File: config.mk
export PLATFORM = sky130hd
export DESIGN_NAME = instr_sequencer
export DESIGN_NICKNAME = d
export VERILOG_FILES = /design/src/rtl/instr_sequencer.sv
export SDC_FILE = /design/constraint.sdc
export NUM_CORES = 1
export LEC_CHECK = 0
export CAP_MARGIN = 10
export CORE_MARGIN = 10
export CORE_UTILIZATION = 35
export DETAILED_ROUTE_END_ITERATION = 8
export GPL_ROUTABILITY_DRIVEN = 0
export HOLD_SLACK_MARGIN = 0.15
export SLEW_MARGIN = 40
export SYNTH_ARGS = -nofsm -noshare
export SYNTH_HDL_FRONTEND = slang
export SYNTH_SLANG_ARGS = --single-unit
File: constraint.sdc
create_clock -name clk -period 2 [get_ports clk]
set_input_delay 0.4 -clock clk [delete_from_list [all_inputs] [get_ports clk]]
set_output_delay 0.4 -clock clk [all_outputs]
set_load 0.02 [all_outputs]
File: src/rtl/instr_sequencer.sv
// Control sequencer for the Simple RISC Machine: latches one instruction and steps the
// register file / datapath through it, one state per clock, with registered control outputs.
module instr_sequencer #(
    parameter int unsigned DATA_W = 16,
    parameter int unsigned RA_W   = 3
) (
    input  logic              clk,
    input  logic              reset_n,
    input  logic              s,
    input  logic [DATA_W-1:0] instr,
    output logic              w,
    output logic              err,
    output logic [RA_W-1:0]   readnum,
    output logic [RA_W-1:0]   writenum,
    output logic              write,
    output logic              vsel,
    output logic [DATA_W-1:0] datapath_in,
    output logic              loada,
    output logic              loadb,
    output logic              asel,
    output logic              bsel,
    output logic [1:0]        shift,
    output logic [1:0]        ALUop,
    output logic              loadc,
    output logic              loads
);

    localparam int unsigned IMM_W = 8;

    typedef enum logic [2:0] {
        S_WAIT   = 3'd0,
        S_DECODE = 3'd1,
        S_WR_IMM = 3'd2,
        S_GET_A  = 3'd3,
        S_GET_B  = 3'd4,
        S_EXEC   = 3'd5,
        S_WR_REG = 3'd6
    } state_t;

    typedef enum logic [2:0] {
        C_MOVI = 3'd0,
        C_MOVR = 3'd1,
        C_ADD  = 3'd2,
        C_CMP  = 3'd3,
        C_AND  = 3'd4,
        C_MVN  = 3'd5,
        C_BAD  = 3'd6
    } iclass_t;

    // Map op/sub fields onto the supported instruction classes.
    function automatic iclass_t classify(input logic [DATA_W-1:0] ir);
        logic [2:0] op;
        logic [1:0] sb;
        iclass_t    c;
        op = ir[15:13];
        sb = ir[12:11];
        c  = C_BAD;
        if (op == 3'b110 && sb == 2'b10) begin
            c = C_MOVI;
        end else if (op == 3'b110 && sb == 2'b00) begin
            c = C_MOVR;
        end else if (op == 3'b101) begin
            case (sb)
                2'b00:   c = C_ADD;
                2'b01:   c = C_CMP;
                2'b10:   c = C_AND;
                default: c = C_MVN;
            endcase
        end
        return c;
    endfunction

    state_t              r_state;
    logic [DATA_W-1:0]   r_ir;
    logic                r_w;
    logic                r_err;
    logic [RA_W-1:0]     r_readnum;
    logic [RA_W-1:0]     r_writenum;
    logic                r_write;
    logic                r_vsel;
    logic                r_loada;
    logic                r_loadb;
    logic                r_asel;
    logic [1:0]          r_shift;
    logic [1:0]          r_aluop;
    logic                r_loadc;
    logic                r_loads;

    state_t              w_state_nxt;
    logic [DATA_W-1:0]   w_ir_nxt;
    iclass_t             w_cls;
    iclass_t             w_cls_nxt;
    logic                w_nxt_w;
    logic                w_nxt_err;
    logic [RA_W-1:0]     w_nxt_readnum;
    logic [RA_W-1:0]     w_nxt_writenum;
    logic                w_nxt_write;
    logic                w_nxt_vsel;
    logic                w_nxt_loada;
    logic                w_nxt_loadb;
    logic                w_nxt_asel;
    logic [1:0]          w_nxt_shift;
    logic [1:0]          w_nxt_aluop;
    logic                w_nxt_loadc;
    logic                w_nxt_loads;

    // Next state, plus the Moore outputs of that next state so the outputs come straight from flops.
    always_comb begin
        w_state_nxt    = r_state;
        w_ir_nxt       = r_ir;
        w_cls          = classify(r_ir);
        w_nxt_w        = 1'b0;
        w_nxt_err      = 1'b0;
        w_nxt_readnum  = '0;
        w_nxt_writenum = '0;
        w_nxt_write    = 1'b0;
        w_nxt_vsel     = 1'b0;
        w_nxt_loada    = 1'b0;
        w_nxt_loadb    = 1'b0;
        w_nxt_asel     = 1'b0;
        w_nxt_shift    = 2'b00;
        w_nxt_aluop    = 2'b00;
        w_nxt_loadc    = 1'b0;
        w_nxt_loads    = 1'b0;

        case (r_state)
            S_WAIT: begin
                if (s) begin
                    w_state_nxt = S_DECODE;
                    w_ir_nxt    = instr;
                end
            end
            S_DECODE: begin
                case (w_cls)
                    C_MOVI:               w_state_nxt = S_WR_IMM;
                    C_ADD, C_CMP, C_AND:  w_state_nxt = S_GET_A;
                    C_MOVR, C_MVN:        w_state_nxt = S_GET_B;
                    default:              w_state_nxt = S_WAIT;
                endcase
            end
            S_WR_IMM: w_state_nxt = S_WAIT;
            S_GET_A:  w_state_nxt = S_GET_B;
            S_GET_B:  w_state_nxt = S_EXEC;
            S_EXEC:   w_state_nxt = (w_cls == C_CMP) ? S_WAIT : S_WR_REG;
            S_WR_REG: w_state_nxt = S_WAIT;
            default:  w_state_nxt = S_WAIT;
        endcase

        w_cls_nxt = classify(w_ir_nxt);

        case (w_state_nxt)
            S_WAIT:   w_nxt_w = 1'b1;
            S_DECODE: w_nxt_err = (w_cls_nxt == C_BAD);
            S_WR_IMM: begin
                w_nxt_write    = 1'b1;
                w_nxt_vsel     = 1'b1;
                w_nxt_writenum = RA_W'(w_ir_nxt[10:8]);
            end
            S_GET_A: begin
                w_nxt_readnum = RA_W'(w_ir_nxt[10:8]);
                w_nxt_loada   = 1'b1;
            end
            S_GET_B: begin
                w_nxt_readnum = RA_W'(w_ir_nxt[2:0]);
                w_nxt_loadb   = 1'b1;
            end
            S_EXEC: begin
                w_nxt_shift = w_ir_nxt[4:3];
                w_nxt_aluop = (w_cls_nxt == C_MOVR) ? 2'b00 : w_ir_nxt[12:11];
                w_nxt_asel  = (w_cls_nxt == C_MOVR) || (w_cls_nxt == C_MVN);
                if (w_cls_nxt == C_CMP) begin
                    w_nxt_loads = 1'b1;
                end else begin
                    w_nxt_loadc = 1'b1;
                end
            end
            S_WR_REG: begin
                w_nxt_write    = 1'b1;
                w_nxt_writenum = RA_W'(w_ir_nxt[7:5]);
            end
            default: w_nxt_w = 1'b0;
        endcase
    end

    // State, instruction and control registers; reset wins over a pending start.
    always_ff @(posedge clk) begin
        if (!reset_n) begin
            r_state    <= S_WAIT;
            r_ir       <= '0;
            r_w        <= 1'b1;
            r_err      <= 1'b0;
            r_readnum  <= '0;
            r_writenum <= '0;
            r_write    <= 1'b0;
            r_vsel     <= 1'b0;
            r_loada    <= 1'b0;
            r_loadb    <= 1'b0;
            r_asel     <= 1'b0;
            r_shift    <= 2'b00;
            r_aluop    <= 2'b00;
            r_loadc    <= 1'b0;
            r_loads    <= 1'b0;
        end else begin
            r_state    <= w_state_nxt;
            r_ir       <= w_ir_nxt;
            r_w        <= w_nxt_w;
            r_err      <= w_nxt_err;
            r_readnum  <= w_nxt_readnum;
            r_writenum <= w_nxt_writenum;
            r_write    <= w_nxt_write;
            r_vsel     <= w_nxt_vsel;
            r_loada    <= w_nxt_loada;
            r_loadb    <= w_nxt_loadb;
            r_asel     <= w_nxt_asel;
            r_shift    <= w_nxt_shift;
            r_aluop    <= w_nxt_aluop;
            r_loadc    <= w_nxt_loadc;
            r_loads    <= w_nxt_loads;
        end
    end

    assign w           = r_w;
    assign err         = r_err;
    assign readnum     = r_readnum;
    assign writenum    = r_writenum;
    assign write       = r_write;
    assign vsel        = r_vsel;
    assign datapath_in = {{(DATA_W-IMM_W){r_ir[IMM_W-1]}}, r_ir[IMM_W-1:0]};
    assign loada       = r_loada;
    assign loadb       = r_loadb;
    assign asel        = r_asel;
    assign bsel        = 1'b0;
    assign shift       = r_shift;
    assign ALUop       = r_aluop;
    assign loadc       = r_loadc;
    assign loads       = r_loads;

endmodule
# Word-level counts from Yosys, hierarchy flattened
# Index checks and enable logic that the tools add are counted.
# Widths: inputs -> output; s select.
totals:
  ff_bits: 38
  input_bits: 19
  out_inout_bits: 36
  word_cells: 83
classes:
  n_eq_ne: 27
  mux: 23
  bitwise_logic: 2
  n_reduce_logical: 16
ops:
  columns: ["operator", "n"]
  rows:
  - ["$eq 3x3->1 const B", 13]
  - ["$mux 16", 2]
  - ["$pmux 3 s3", 3]
  - ["$mux 3", 8]
  - ["$eq 3x2->1 const B", 6]
  - ["$pmux 3 s5", 1]
  - ["$eq 3x1->1 const B", 4]
  - ["$pmux 3 s2", 2]
  - ["$logic_not 3->1", 3]
  - ["$mux 1", 7]
  - ["$reduce_or 3->1", 2]
  - ["$eq 2x1->1 const B", 2]
  - ["$eq 2x2->1 const B", 2]
  - ["$logic_and 1x1->1", 4]
  - ["$logic_not 2->1", 2]
  - ["$reduce_and 2->1", 2]
  - ["$reduce_or 2->1", 2]
  - ["$not 1->1", 2]
  - ["$logic_or 1x1->1", 1]

# Longest topological paths before layout
logic_depth:
  ltp_word: 12
  mapped_depth: 6
  depth_no_buf: 4

# Least setup slack after synthesis
# OpenSTA, ideal clock, no wires.
synth_path:
  path_kind: "register to register"
  from: "register r_ir[11]"
  to: "register r_writenum[2], in the netlist writenum[2]"
  setup_ns: 0.085
  t_arrival_ns: 1.512
  required_time_ns: 1.915
  slack_ns: 0.404
  stages_incl_launch_ff: 6
  path_buffers: 1
  synth_period_minus_slack_ns: 1.596
  cell_sequence: "dfxtp_1 > buf_6 > and3b_1 > a41o_1 > or4_4 > o31ai_2"
synth_via:
  elab_chain_len: 11
  elab_cells_between_ends: 23
  cone_classes: "9 x eq/ne; 8 x mux; 6 x reduce/logical"
synth_lines:
  columns: ["element", "line_no", "text"]
  rows:
  - ["from (decl)", "74", "logic [DATA_W-1:0] r_ir;"]
  - ["from (signal assigned)", "205", "r_ir <= w_ir_nxt;"]
  - ["$eq 2x2->1, or another cell as far along", "58, 63", null]
  - ["$pmux 3 s3", "63", "case (sb)"]
  - ["$mux 3", "62", "end else if (op == 3'b101) begin"]
  - ["$mux 3", "60", "end else if (op == 3'b110 && sb == 2'b00) begin"]
  - ["$mux 3 (*)", "58", "if (op == 3'b110 && sb == 2'b10) begin"]
  - ["$eq 3x2->1, or another cell as far along", "134, 144", null]
  - ["$reduce_or 3->1 / $reduce_or 2->1 (equally long branches)", "134", "case (w_cls)"]
  - ["$pmux 3 s3", "134", null]
  - ["$pmux 3 s5 (*)", "126", "case (r_state)"]
  - ["$eq 3x3->1 / $eq 3x2->1 (equally long branches)", "151", "case (w_state_nxt)"]
  - ["$pmux 3 s2 (*)", "151", null]
  - ["to (signal assigned)", "209", "r_writenum <= w_nxt_writenum;"]
  - ["to (decl)", "78", "logic [RA_W-1:0] r_writenum;"]
# Mark *: on every way between the ends. The rest lies on a longest branch, timed or not.
# A chain may end at the register's enable or synchronous reset.

# Final worst setup path
layout_path:
  from: "register r_ir[7]"
  to: "output port datapath_in[10]"
layout_lines:
  columns: ["element", "line_no", "text"]
  rows:
  - ["to (decl)", "17", "output logic [DATA_W-1:0] datapath_in,"]
# No word-level cell between the ends.

==> metrics.csv <==
stage,metric,value,unit
clocking,root buf cell,clkbuf_8,
layout,Finished Layout Cells,285,
routing,antenna-violating nets left,0,
place,hpwl dp,3180,um
sta,fin worst setup slack,0.168,ns
worst_setup_path,"Slowest-stage cell, CP",clkdlybuf4s50_1,
worst_setup_path,Worst EP required,1.60,ns
sta,fmax,546,MHz
synth,Post-Synthesis Cells,177,
layout,Layout area overhead,41.4,%
worst_setup_path,worst-path cell chain,clkdlybuf4s50_1,
worst_setup_path,"Max FO, Critical Path",10,
routing,top routing layer in use,met4,
worst_setup_path,Setup crit end kind,output pin,
pwr,peak supply drop,457,uV
floorplan,Site Rows,25,
pwr,share of power burned in registers,43.0,%
pwr,Leak,0.956,nW
synth,async set-reset flop share out of synthesis,0,%
place,Cells after DPL,277,
global_route,gr ovfl total,0,
pwr,clock share of power,43.5,%
routing,Post-route DRC,0,
place,pre-CTS setup slack,-0.0435,ns
global_route,Tot GR Track Use,11.0,%
layout,layout cells sized above 1,16.0,%
synth,"top cells by area, synth","dfxtp_1, buf_4, mux2i_1",
routing,met3 WL,594,um
floorplan,die area,7950,um^2
clocking,total CTS buffers,5,
routing,DRT met1 WL,1900,um
layout,most frequent cells in the layout,"clkdlybuf4s50_1, dfxtp_1, nand2_1",
min_path,Worst Hold Class,flop to flop,
synth,post-synthesis average cell area,9.46,um^2
floorplan,Initial Util,35.7,%
sta,clk_skew,0.00518,ns
routing,WL final,4180,um
synth,post-synthesis sequential area ratio,45.4,%
clocking,H-tree depth,2,
worst_setup_path,critical path class,flop to output pin,
global_route,largest net degree at the start of global routing,13,
sta,part of the cycle the worst path needs,91.6,%
routing,vias post-DR,1391,
sta,RSZ-0062 raised after global routing,false,
pwr,Logic pwr share,13.6,%
synth,Synthesis Warnings,0,
floorplan,core area,4690,um^2
routing,met2 routed WL,1600,um
worst_setup_path,nature of the critical path startpoint,flop,
clocking,clock slew at reported path FFs,0.08,ns
synth,Post-synth EDFFs,0,
sta,final hold vios,0,
sta,Min Hold Slack,0.483,ns
job,number of max-cap violations,0,
floorplan,width of the die,89.2,um
pwr,switching share of power,22.5,%
layout,diode count,0,
clocking,Clock Tree Buf Depth,2,
synth,"area leader, netlist",dfxtp_1,
synth,synth unique cells,45,
floorplan,Die Y,89.2,um
routing,Avg WL per Cell,14.7,um
sta,final setup fails,0,
clocking,Post-CTS Setup Bufs,0,
synth,top_reg_cell synth,dfxtp_1,
layout,Post-layout nets,249,
clocking,Post-CTS Hold Buffers,0,
worst_setup_path,CP bufs+invs,1,
pwr,Power Density,791,nW/um^2
synth,post-synth net total,196,
outcome,status,completed,
pwr,Psw,0.421,mW
layout,"commonest non-fill, non-tap cell in the layout",clkdlybuf4s50_1,
routing,Via density,4.88,
sta,fin. max-slew vios,0,
worst_setup_path,crit-path max cell delay,0.67,ns
pwr,Internal,1.45,mW
routing,First-pass DRT Iterations,4,
synth,mapped cell area,1670,um^2
global_route,vias in the first global route,1418,
clocking,clock insertion delay at the later pin of the skew report,0.29,ns
synth,top cell type's share of synthesized area,45.4,%
clocking,Sink Count,38,
layout,Fillers,479,
worst_setup_path,cell family with most CP delay,buffers and inverters,
floorplan,IO Count,55,
global_route,initial antenna violation count,0,
routing,Initial DRC Count,114,
sta,minimum clock period after layout,1.83,ns
place,IO buf count,53,
global_route,first-pass GRT wire length,6730,um
worst_setup_path,Crit path arrival time,1.43,ns
synth,Synth Register Bits,38,
clocking,CTS tree,built,
clocking,post-cts resize count,0,
## kinds of logic after synthesis
| family | count (synthesis) | share of synthesized area (%) |
|---|---|---|
| AND/OR/NAND/NOR | 64 | 22.5 |
| flip-flops | 38 | 45.4 |
| buffers and inverters | 32 | 12.3 |
| AO/OA/AOI/OAI | 31 | 12.7 |
| multiplexers | 11 | 6.88 |
| other | 1 | 0.224 |
## Yosys cell counts (all sizes together) (2+ instances only)
master  instances
a211oi          3
nor4b           2
dfxtp          38
o21ai           4
nor2           17
mux2            4
mux2i           7
o22ai           2
nand3           2
inv             7
nand2          18
a21oi          12
nand3b          4
nor2b           6
or2             2
or4b            3
buf            23
and2            2
and3b           2
## power by group through the flow
stage / clock network (mW) / registers [mW] / logic [mW]
floorplan: 0 / 0.817 / 0.156
global placement: 0 / 0.822 / 0.255
detailed placement: 0 / 0.823 / 0.255
CTS: 0.828 / 0.805 / 0.257
global route: 0.863 / 0.809 / 0.278
finish: 0.814 / 0.805 / 0.254
## per-layer routing
metal	global-route usage, %	up-vias
met5	0	-
met4	4.48	0
met3	7.11	8
met2	15.4	61
met1	13.1	624
li1	-	698
## registers in the layout, indices dropped and copies added (netlist names), 2 cells and up
name / count
ALUop: 2
r_ir: 16
r_state: 3
readnum: 3
shift: 2
writenum: 3
## stage by stage
step / TNS, ns / util (%) / cell area [um^2] / power [mW]
floorplan: 0 / - / 1670 / 0.973
global placement: -0.0248 / 47.4 / 2220 / 1.08
detailed placement: -0.0435 / 47.4 / 2220 / 1.08
CTS: 0 / 50.5 / 2370 / 1.89
global route: 0 / 50.5 / 2370 / 1.95
finish: 0 / 50.5 / 2370 / 1.87
## path summary, 6_finish.rpt
path                             from                      to  slack, ns  cells past startpoint
hold / removal     r_ir[5]$_SDFF_PN0_      r_ir[5]$_SDFF_PN0_       0.48                      2
hold reg to reg    r_ir[5]$_SDFF_PN0_      r_ir[5]$_SDFF_PN0_       0.48                      2
setup reg to reg  r_ir[12]$_SDFF_PN0_  writenum[2]$_SDFF_PN0_       0.22                      4
setup / recovery   r_ir[7]$_SDFF_PN0_         datapath_in[10]       0.17                      1
## area by class of cell
type / instances / area, um^2 / share of cell area [%]
sequential: 38 / 761 / 32.1
multi-input combinational: 107 / 708 / 29.9
timing repair buffer: 70 / 658 / 27.8
clock buffer: 6 / 82.6 / 3.49
tap: 54 / 67.6 / 2.85
clock inverter: 2 / 60.1 / 2.54
inverter: 8 / 30.0 / 1.27
No activity file was read; power rests on OpenSTA's default activity.
